File: config.mk
export PLATFORM = sky130hd
export DESIGN_NAME = bus_master_flat
export DESIGN_NICKNAME = d
export VERILOG_FILES = /design/src/rtl/bus_master_if.sv /design/src/rtl/bus_master.sv /design/src/flat_wrapper.sv
export SDC_FILE = /design/constraint.sdc
export NUM_CORES = 1
export LEC_CHECK = 0
export CAP_MARGIN = 0
export CORE_MARGIN = 5
export CORE_UTILIZATION = 48
export DETAILED_ROUTE_END_ITERATION = 16
export PLACE_DENSITY = 0.85
export SYNTH_ARGS = -nofsm -noshare
export SYNTH_HDL_FRONTEND = slang
export SYNTH_SLANG_ARGS = --single-unit
export TNS_END_PERCENT = 30
File: constraint.sdc
create_clock -name clk -period 4.02 [get_ports clk]
set_input_delay 0.402 -clock clk [delete_from_list [all_inputs] [get_ports clk]]
set_output_delay 0.402 -clock clk [all_outputs]
set_load 0.02 [all_outputs]
File: src/rtl/bus_master_if.sv
`default_nettype none
// ============================================================================
//  Module  : bus_master_if
//  Brief   : Core request/ack and multiplexed address/data pin bundle.
//  Revision: 1.0 - initial release
// ============================================================================
interface bus_master_if;
   logic        req;
   logic        wr;
   logic [19:0] addr;
   logic [15:0] wdata;
   logic        ack;
   logic [15:0] rdata;
   logic        busy;
   logic [19:0] ad_o;
   logic        ad_oe;
   logic [15:0] ad_i;
   logic        ale;
   logic        oe;
   logic        we;
   logic        pio;

   modport master (
      input  req, wr, addr, wdata, ad_i,
      output ack, rdata, busy, ad_o, ad_oe, ale, oe, we, pio
   );

   modport slave (
      output req, wr, addr, wdata, ad_i,
      input  ack, rdata, busy, ad_o, ad_oe, ale, oe, we, pio
   );
endinterface
`default_nettype wire

File: src/rtl/bus_master.sv
`default_nettype none
// ============================================================================
//  Module  : bus_master
//  Brief   : Turns one core request into an ADDR/HOLD/DATA/END cycle on the
//            20-pin multiplexed address/data bus; acks with read data.
//  Revision: 1.0 - initial release
// ============================================================================
module bus_master #(
   parameter int WAIT_STATES = 1,
   parameter int TURNAROUND  = 1
) (
   input  wire logic clk,
   input  wire logic rst,
   bus_master_if.master bus
);

   typedef enum logic [2:0] {
      S_IDLE = 3'd0,
      S_ADDR = 3'd1,
      S_HOLD = 3'd2,
      S_DATA = 3'd3,
      S_END  = 3'd4
   } state_t;

   localparam logic [2:0] c_wait    = 3'(WAIT_STATES);
   localparam logic [2:0] c_turn_m1 = 3'(TURNAROUND - 1);

   state_t      r_state;
   logic        r_wr;
   logic [15:0] r_wdata;
   logic [2:0]  r_cnt;
   logic        r_ack;
   logic [15:0] r_rdata;
   logic        r_busy;
   logic [19:0] r_ad_o;
   logic        r_ad_oe;
   logic        r_ale;
   logic        r_oe;
   logic        r_we;
   logic        r_pio;

   // Every bus output is registered: each state's strobe values are loaded
   // on the edge that enters it, so no pin can glitch within a cycle.
   always_ff @(posedge clk) begin
      if (rst) begin
         r_state <= S_IDLE;
         r_wr    <= 1'b0;
         r_wdata <= 16'h0000;
         r_cnt   <= 3'd0;
         r_ack   <= 1'b0;
         r_rdata <= 16'h0000;
         r_busy  <= 1'b0;
         r_ad_o  <= 20'h00000;
         r_ad_oe <= 1'b0;
         r_ale   <= 1'b0;
         r_oe    <= 1'b1;
         r_we    <= 1'b1;
         r_pio   <= 1'b0;
      end else begin
         r_ack <= 1'b0;
         case (r_state)
            S_IDLE: begin
               if (bus.req) begin
                  r_wr    <= bus.wr;
                  r_wdata <= bus.wdata;
                  r_ad_o  <= {bus.addr[15:0], bus.addr[19:16]};
                  r_ad_oe <= 1'b1;
                  r_ale   <= 1'b1;
                  r_busy  <= 1'b1;
                  r_state <= S_ADDR;
               end
            end
            S_ADDR: begin
               r_ale   <= 1'b0;
               r_pio   <= 1'b1;
               r_state <= S_HOLD;
            end
            S_HOLD: begin
               r_oe    <= 1'b0;
               r_cnt   <= c_wait;
               r_state <= S_DATA;
               if (r_wr) begin
                  r_we         <= 1'b0;
                  r_ad_o[19:4] <= r_wdata;
               end else begin
                  r_ad_oe <= 1'b0;
               end
            end
            S_DATA: begin
               if (r_cnt == 3'd0) begin
                  // we and oe rise together; ad_o keeps wdata through this edge
                  r_oe    <= 1'b1;
                  r_we    <= 1'b1;
                  r_pio   <= 1'b0;
                  r_ad_oe <= 1'b0;
                  r_ack   <= 1'b1;
                  r_cnt   <= c_turn_m1;
                  r_state <= S_END;
                  if (!r_wr) begin
                     r_rdata <= bus.ad_i;
                  end
               end else begin
                  r_cnt <= r_cnt - 3'd1;
               end
            end
            S_END: begin
               if (r_cnt == 3'd0) begin
                  r_busy  <= 1'b0;
                  r_state <= S_IDLE;
               end else begin
                  r_cnt <= r_cnt - 3'd1;
               end
            end
            default: r_state <= S_IDLE;
         endcase
      end
   end

   assign bus.ack   = r_ack;
   assign bus.rdata = r_rdata;
   assign bus.busy  = r_busy;
   assign bus.ad_o  = r_ad_o;
   assign bus.ad_oe = r_ad_oe;
   assign bus.ale   = r_ale;
   assign bus.oe    = r_oe;
   assign bus.we    = r_we;
   assign bus.pio   = r_pio;

endmodule
`default_nettype wire
File: src/flat_wrapper.sv
// flat-port wrapper written by rule: the top's interface ports become plain ports
module bus_master_flat 
#(
   parameter int WAIT_STATES = 1,
   parameter int TURNAROUND  = 1
)
  (clk, rst, bus_req, bus_wr, bus_addr, bus_wdata, bus_ad_i, bus_ack, bus_rdata, bus_busy, bus_ad_o, bus_ad_oe, bus_ale, bus_oe, bus_we, bus_pio);
  bus_master_if bus_i ();
  input  wire logic clk;
  input  wire logic rst;
  input wire logic [$bits(bus_i.req)-1:0] bus_req;
  input wire logic [$bits(bus_i.wr)-1:0] bus_wr;
  input wire logic [$bits(bus_i.addr)-1:0] bus_addr;
  input wire logic [$bits(bus_i.wdata)-1:0] bus_wdata;
  input wire logic [$bits(bus_i.ad_i)-1:0] bus_ad_i;
  output wire logic [$bits(bus_i.ack)-1:0] bus_ack;
  output wire logic [$bits(bus_i.rdata)-1:0] bus_rdata;
  output wire logic [$bits(bus_i.busy)-1:0] bus_busy;
  output wire logic [$bits(bus_i.ad_o)-1:0] bus_ad_o;
  output wire logic [$bits(bus_i.ad_oe)-1:0] bus_ad_oe;
  output wire logic [$bits(bus_i.ale)-1:0] bus_ale;
  output wire logic [$bits(bus_i.oe)-1:0] bus_oe;
  output wire logic [$bits(bus_i.we)-1:0] bus_we;
  output wire logic [$bits(bus_i.pio)-1:0] bus_pio;
  assign bus_i.req = bus_req;
  assign bus_i.wr = bus_wr;
  assign bus_i.addr = bus_addr;
  assign bus_i.wdata = bus_wdata;
  assign bus_i.ad_i = bus_ad_i;
  assign bus_ack = bus_i.ack;
  assign bus_rdata = bus_i.rdata;
  assign bus_busy = bus_i.busy;
  assign bus_ad_o = bus_i.ad_o;
  assign bus_ad_oe = bus_i.ad_oe;
  assign bus_ale = bus_i.ale;
  assign bus_oe = bus_i.oe;
  assign bus_we = bus_i.we;
  assign bus_pio = bus_i.pio;
  bus_master #(.WAIT_STATES(WAIT_STATES), .TURNAROUND(TURNAROUND)) u_core (.clk(clk), .rst(rst), .bus(bus_i));
endmodule
; Yosys cells after proc, flatten, opt, wreduce, memory -nomap -nowiden
; Cells that the tools add are included.
[word_totals]
reg_bits = 66
output_inout_bits = 43
[op_classes]
n_addsub = 1
n_eq_ne = 10
n_mux = 22
n_bitwise = 2
reduce_logical = 21
[op_table]
columns = cell, count
row1 = $pmux 16 s2, 1
row2 = $mux 20, 1
row3 = $mux 16, 1
row4 = $mux 3, 5
row5 = $pmux 3 s5, 1
row6 = $reduce_and 3->1, 5
row7 = $pmux 1 s2, 5
row8 = $reduce_and 2->1, 5
row9 = $reduce_bool 2->1, 5
row10 = $pmux 3 s3, 1
row11 = $eq 3x2->1 const B, 2
row12 = $logic_not 3->1, 2
row13 = $mux 1, 6
row14 = $ne 2x1->1 const B, 3
row15 = $ne 2x2->1 const B, 3
row16 = $reduce_bool 3->1, 2
row17 = $reduce_and 4->1, 1
row18 = $eq 3x1->1 const B, 1
row19 = $eq 3x3->1 const B, 1
row20 = $pmux 1 s3, 1
row21 = $sub 3x1->3 const B, 1
row22 = $not 1->1, 2
row23 = $reduce_or 2->1, 1

; Logic depth before layout (Yosys ltp)
[depth]
ltp_word = 3
depth_mapped = 9
mapped_depth_nobuf = 6

; Worst setup path after synthesis
; No wires, ideal clock.
[synth_timing]
kind = reg2reg
startpoint = register u_core.r_cnt[0]
endpoint = register u_core.r_rdata[10], in the netlist u_core.bus.rdata[10]
setup_ps = 132
arrival_ps = 1474
slack_ps = 2414
stages_incl_launch_ff = 10
n_path_buf = 3
path_cell_list = dfxtp_1 inv_1 ha_1 nand2b_1 buf_6 or3_1 buf_2 buf_6 nand2_1 a21oi_1
[synth_via]
elab_chain_len = 2
[synth_lines]
columns = element, line
row1 = start: declaration, bus_master.sv:31  ; logic [2:0] r_cnt;
row2 = start signal: assignment, bus_master.sv:80  ; r_cnt <= c_wait;
row3 = start signal: assignment, bus_master.sv:97  ; r_cnt <= c_turn_m1;
row4 = start signal: assignment, bus_master.sv:103  ; r_cnt <= r_cnt - 3'd1;
row5 = $logic_not 3->1, bus_master.sv:90  ; if (r_cnt == 3'd0) begin
row6 = $reduce_and 3->1 (no line), --
row7 = end signal: assignment, bus_master.sv:100  ; r_rdata <= bus.ad_i;
row8 = end: declaration, bus_master.sv:33  ; logic [15:0] r_rdata;
; No other way between the ends.
; A chain may end at the register's enable or synchronous reset.

; Final worst setup path
[layout_timing]
startpoint = input port bus_req
endpoint = register u_core.r_wr
[layout_via]
elab_chain_len = 1
[layout_lines]
columns = element, line
row1 = start: declaration, flat_wrapper.sv:11  ; input wire logic [$bits(bus_i.req)-1:0] bus_req;
row2 = $reduce_and 2->1 (no line), --
row3 = end signal: assignment, bus_master.sv:64  ; r_wr <= bus.wr;
row4 = end: declaration, bus_master.sv:29  ; logic r_wr;
; No other way between the ends.

==> summary.md <==
| Metric | Value |
|---|---|
| P_sw | `around 0.46 mW` |
| DR iter-0 viols | `189` |
| Clock Sinks | `66` |
| Total GRT Usage | `20.2%` |
| Drt drc | `0` |
| Hpwl dp | `4990 um` |
| Pre-antenna DRT Iters | `4` |
| Hold Buf Count CTS | `0` |
| Synth area leader | `dfxtp_1` |
| Period minus WS final | `2430 ps` |
| Worst slew margin | `21.5%` |
| # Max-Cap Violations | `0` |
| Pin count of the biggest net entering global routing | `67` |
| Combinational power share | `a little under a fifth` |
| Mapped cell area | `about 2700 um2` |
| Synth-to-layout area growth | `44.7%` |
| Crit. End Element | `flop` |
| CP max FO | `18` |
| Syn_nets | `~400` |
| Sequential power share | `40.9%` |
| Startpoint Class | `primary input` |
| Status | `finished, final reports clean` |
| Post-CTS Resized | `0` |
| Commonest non-fill, non-tap cell in the layout | `nand2_1` |
| Fmax | `between 400 and 500 MHz` |
| RSZ-0062 raised after global routing | `false` |
| Die Span Y | `85.0 um` |
| Postcts setup bufs | `0` |
| Post-route ant nets | `0` |
| CORE AREA | `roughly 5500 um2` |
| Multi-input logic area | `roughly 1200 um2` |
| PortBufs | `between 90 and 100` |
| Period utilization | `60.5%` |
| Clock Latency Late Sink | `340 ps` |
| Routability cong. | `around 0.80` |
| DIE WIDTH | `85.0 um` |
| Antenna Cells | `0` |
| VDD IR max | `between 0.2 and 0.25 mV` |
| Antenna violations before repair | `0` |
| Clock root buffer | `clkbuf_8` |
| Seq/Total Area, Yosys | `between 40% and 50%` |
| Worst Max-Slew Pin Slew | `1180 ps` |
| CTS tree | `done` |
| Vias in the first global route | `2,427` |
| Max Slew Vio Count | `0` |
| Worst Hold Class | `flop to flop` |
| Clk buf depth | `2` |
| Most frequent cells in the layout | `nand2_1 (99), clkdlybuf4s50_1 (97), dfxtp_1 (66)` |
| I/O Pins | `a little under 100` |
| Syn avg cell area | `slightly below 8 um2` |
| Fill cell count | `around 430` |
| TNS Setup | `0 ps` |
| Total CTS buffers | `9` |
| Flops & latches, synth | `66` |
| Global-route wire length before repair | `11,800 um` |
| Worst-path clk slew | `70 ps` |
| Pleak | `approximately 1.4 nW` |
| Internal power | `about 1.4 mW` |
| Sw Ratio | `roughly 25%` |
| WP data arrival | `~2700 ps` |
| H-tree depth reported by CTS | `3` |
| Clock network fraction of total power | `between 40% and 50%` |
| Detailed-route via count | `2,699` |
| Worst setup path class | `primary input to flop` |
| Wire length per cell | `14.8 um` |
| Full die area | `a little over 7000 um2` |
| Vias per cell | `5.39` |
| Top cell type's share of synthesized area | `approximately 49%` |
| Endpoints failing hold | `0` |
| Num rows | `27` |
| Layout Nets | `a little under 500` |
| Cell area power density | `~460 nW/um2` |
| Layout cells sized above 1 | `about 5.6%` |
| Total congestion overflow | `0` |
| CP required | `4280 ps` |
| Initial core utilization | `between 40% and 50%` |
| Hold WS | `453 ps` |
| Yosys warns | `0` |
| Storage cell area | `around 1300 um2` |
| Synth Instances | `341` |
| Netlist cell types | `30` |
| Clock skew | `between 8 and 9 ps` |
| Top cells by area, synth | `dfxtp_1 (49%), nand2_1 (14%), a21oi_1 (8.7%), a311oi_1 (5.2%), nor2_1 (3.5%)` |
| Final setup violation count | `0` |
| Routed WL | `7390 um` |
## critical path, cell delays in order
cell,delay [ps]
clkdlybuf4s50_1,900
nand2b_1,270
nor3_2,620
buf_4,310
nand2_1,80
a21oi_1,120
## flip-flops by register name, indices dropped and copies added (netlist names), 3 cells and up
| register | cells |
|---|---|
| u_core.r_cnt | 3 |
| u_core.r_wdata | 16 |
| u_core.bus.ad_o | 20 |
| u_core.r_state | 3 |
| u_core.bus.rdata | 16 |
## power groups by stage
| stage | clock network [mW] | registers (mW) | logic [mW] |
|---|---|---|---|
| after floorplan | 0 | 0.782 | 0.157 |
| after global placement | 0 | 0.752 | 0.322 |
| after detailed placement | 0 | 0.754 | 0.328 |
| after CTS | 0.751 | 0.739 | 0.332 |
| after global routing | 0.781 | 0.746 | 0.361 |
| final | 0.741 | 0.741 | 0.330 |
## stage by stage
| step | power [mW] | utilization, % | cell area [um2] | setup WS [ps] | instances |
|---|---|---|---|---|---|
| global placement | 1.07 | 66.5 | 3640 | 1430 | 485 |
| floorplan | 0.939 | - | 2700 | 2410 | 341 |
| finish | 1.81 | 71.4 | 3910 | 1590 | 501 |
| detailed placement | 1.08 | 66.5 | 3640 | 1330 | 485 |
| CTS | 1.82 | 71.4 | 3910 | 1620 | 501 |
| global route | 1.89 | 71.4 | 3910 | 1410 | 501 |
## final timing paths
check	cells after the start	start	slack, ps	end
max	6	bus_req	1590	u_core.r_wr$_SDFFE_PP0P_
min	2	u_core.r_cnt[1]$_SDFFE_PP0P_	450	u_core.r_cnt[1]$_SDFFE_PP0P_
max reg2reg	4	u_core.r_state[0]$_SDFFE_PP0P_	1990	u_core.bus.rdata[15]$_SDFFE_PP0P_
min reg2reg	2	u_core.r_cnt[1]$_SDFFE_PP0P_	450	u_core.r_cnt[1]$_SDFFE_PP0P_
## metal layers
layer / global-route usage, % / wire (um) / vias to the layer above
li1: - / - / 1320
met1: 24.1 / 3090 / 1276
met2: 33.7 / 3650 / 88
met3: 5.92 / 458 / 15
met4: 8.63 / 191 / 0
met5: 0 / 0 / -
## synth_stat cells
library cell	number
a311oi_1	16
nand2b_1	7
nor3_4	1
o21ai_0	3
nand2_1	99
nor4_1	1
dfxtp_1	66
nor3b_2	1
nor4b_1	2
buf_2	12
a31oi_1	3
or3_1	3
nor3_1	5
o21bai_1	1
nand3_1	18
nor2_4	1
nor2_1	25
a21boi_2	1
buf_4	3
a21oi_1	47
nor2_2	1
inv_1	3
o311ai_0	1
buf_6	2
a2bb2oi_1	1
a21o_1	1
nor2b_1	3
clkbuf_1	11
ha_1	2
a311o_1	1
## layout make-up
type | count | share of cell area, %
Multi-Input combinational cell | 244 | 31.4
Tap cell | 72 | 2.31
Clock inverter | 5 | 3.20
Inverter | 3 | 0.288
Sequential cell | 66 | 33.8
Timing Repair Buffer | 100 | 25.4
Clock buffer | 11 | 3.62
## kinds of logic (layout without fill, tap and decap cells)
logic type                 Yosys count  count (layout)  synth area share, %
and+or+nand+nor                    167             167                 27.1
AOI/OAI and AO/OA                   75              75                 17.2
DFF                                 66              66                 49.0
buffers and inverters               31             119                 5.84
adders and majority gates            2               2                0.927
Power figures use the tool's default switching activity.
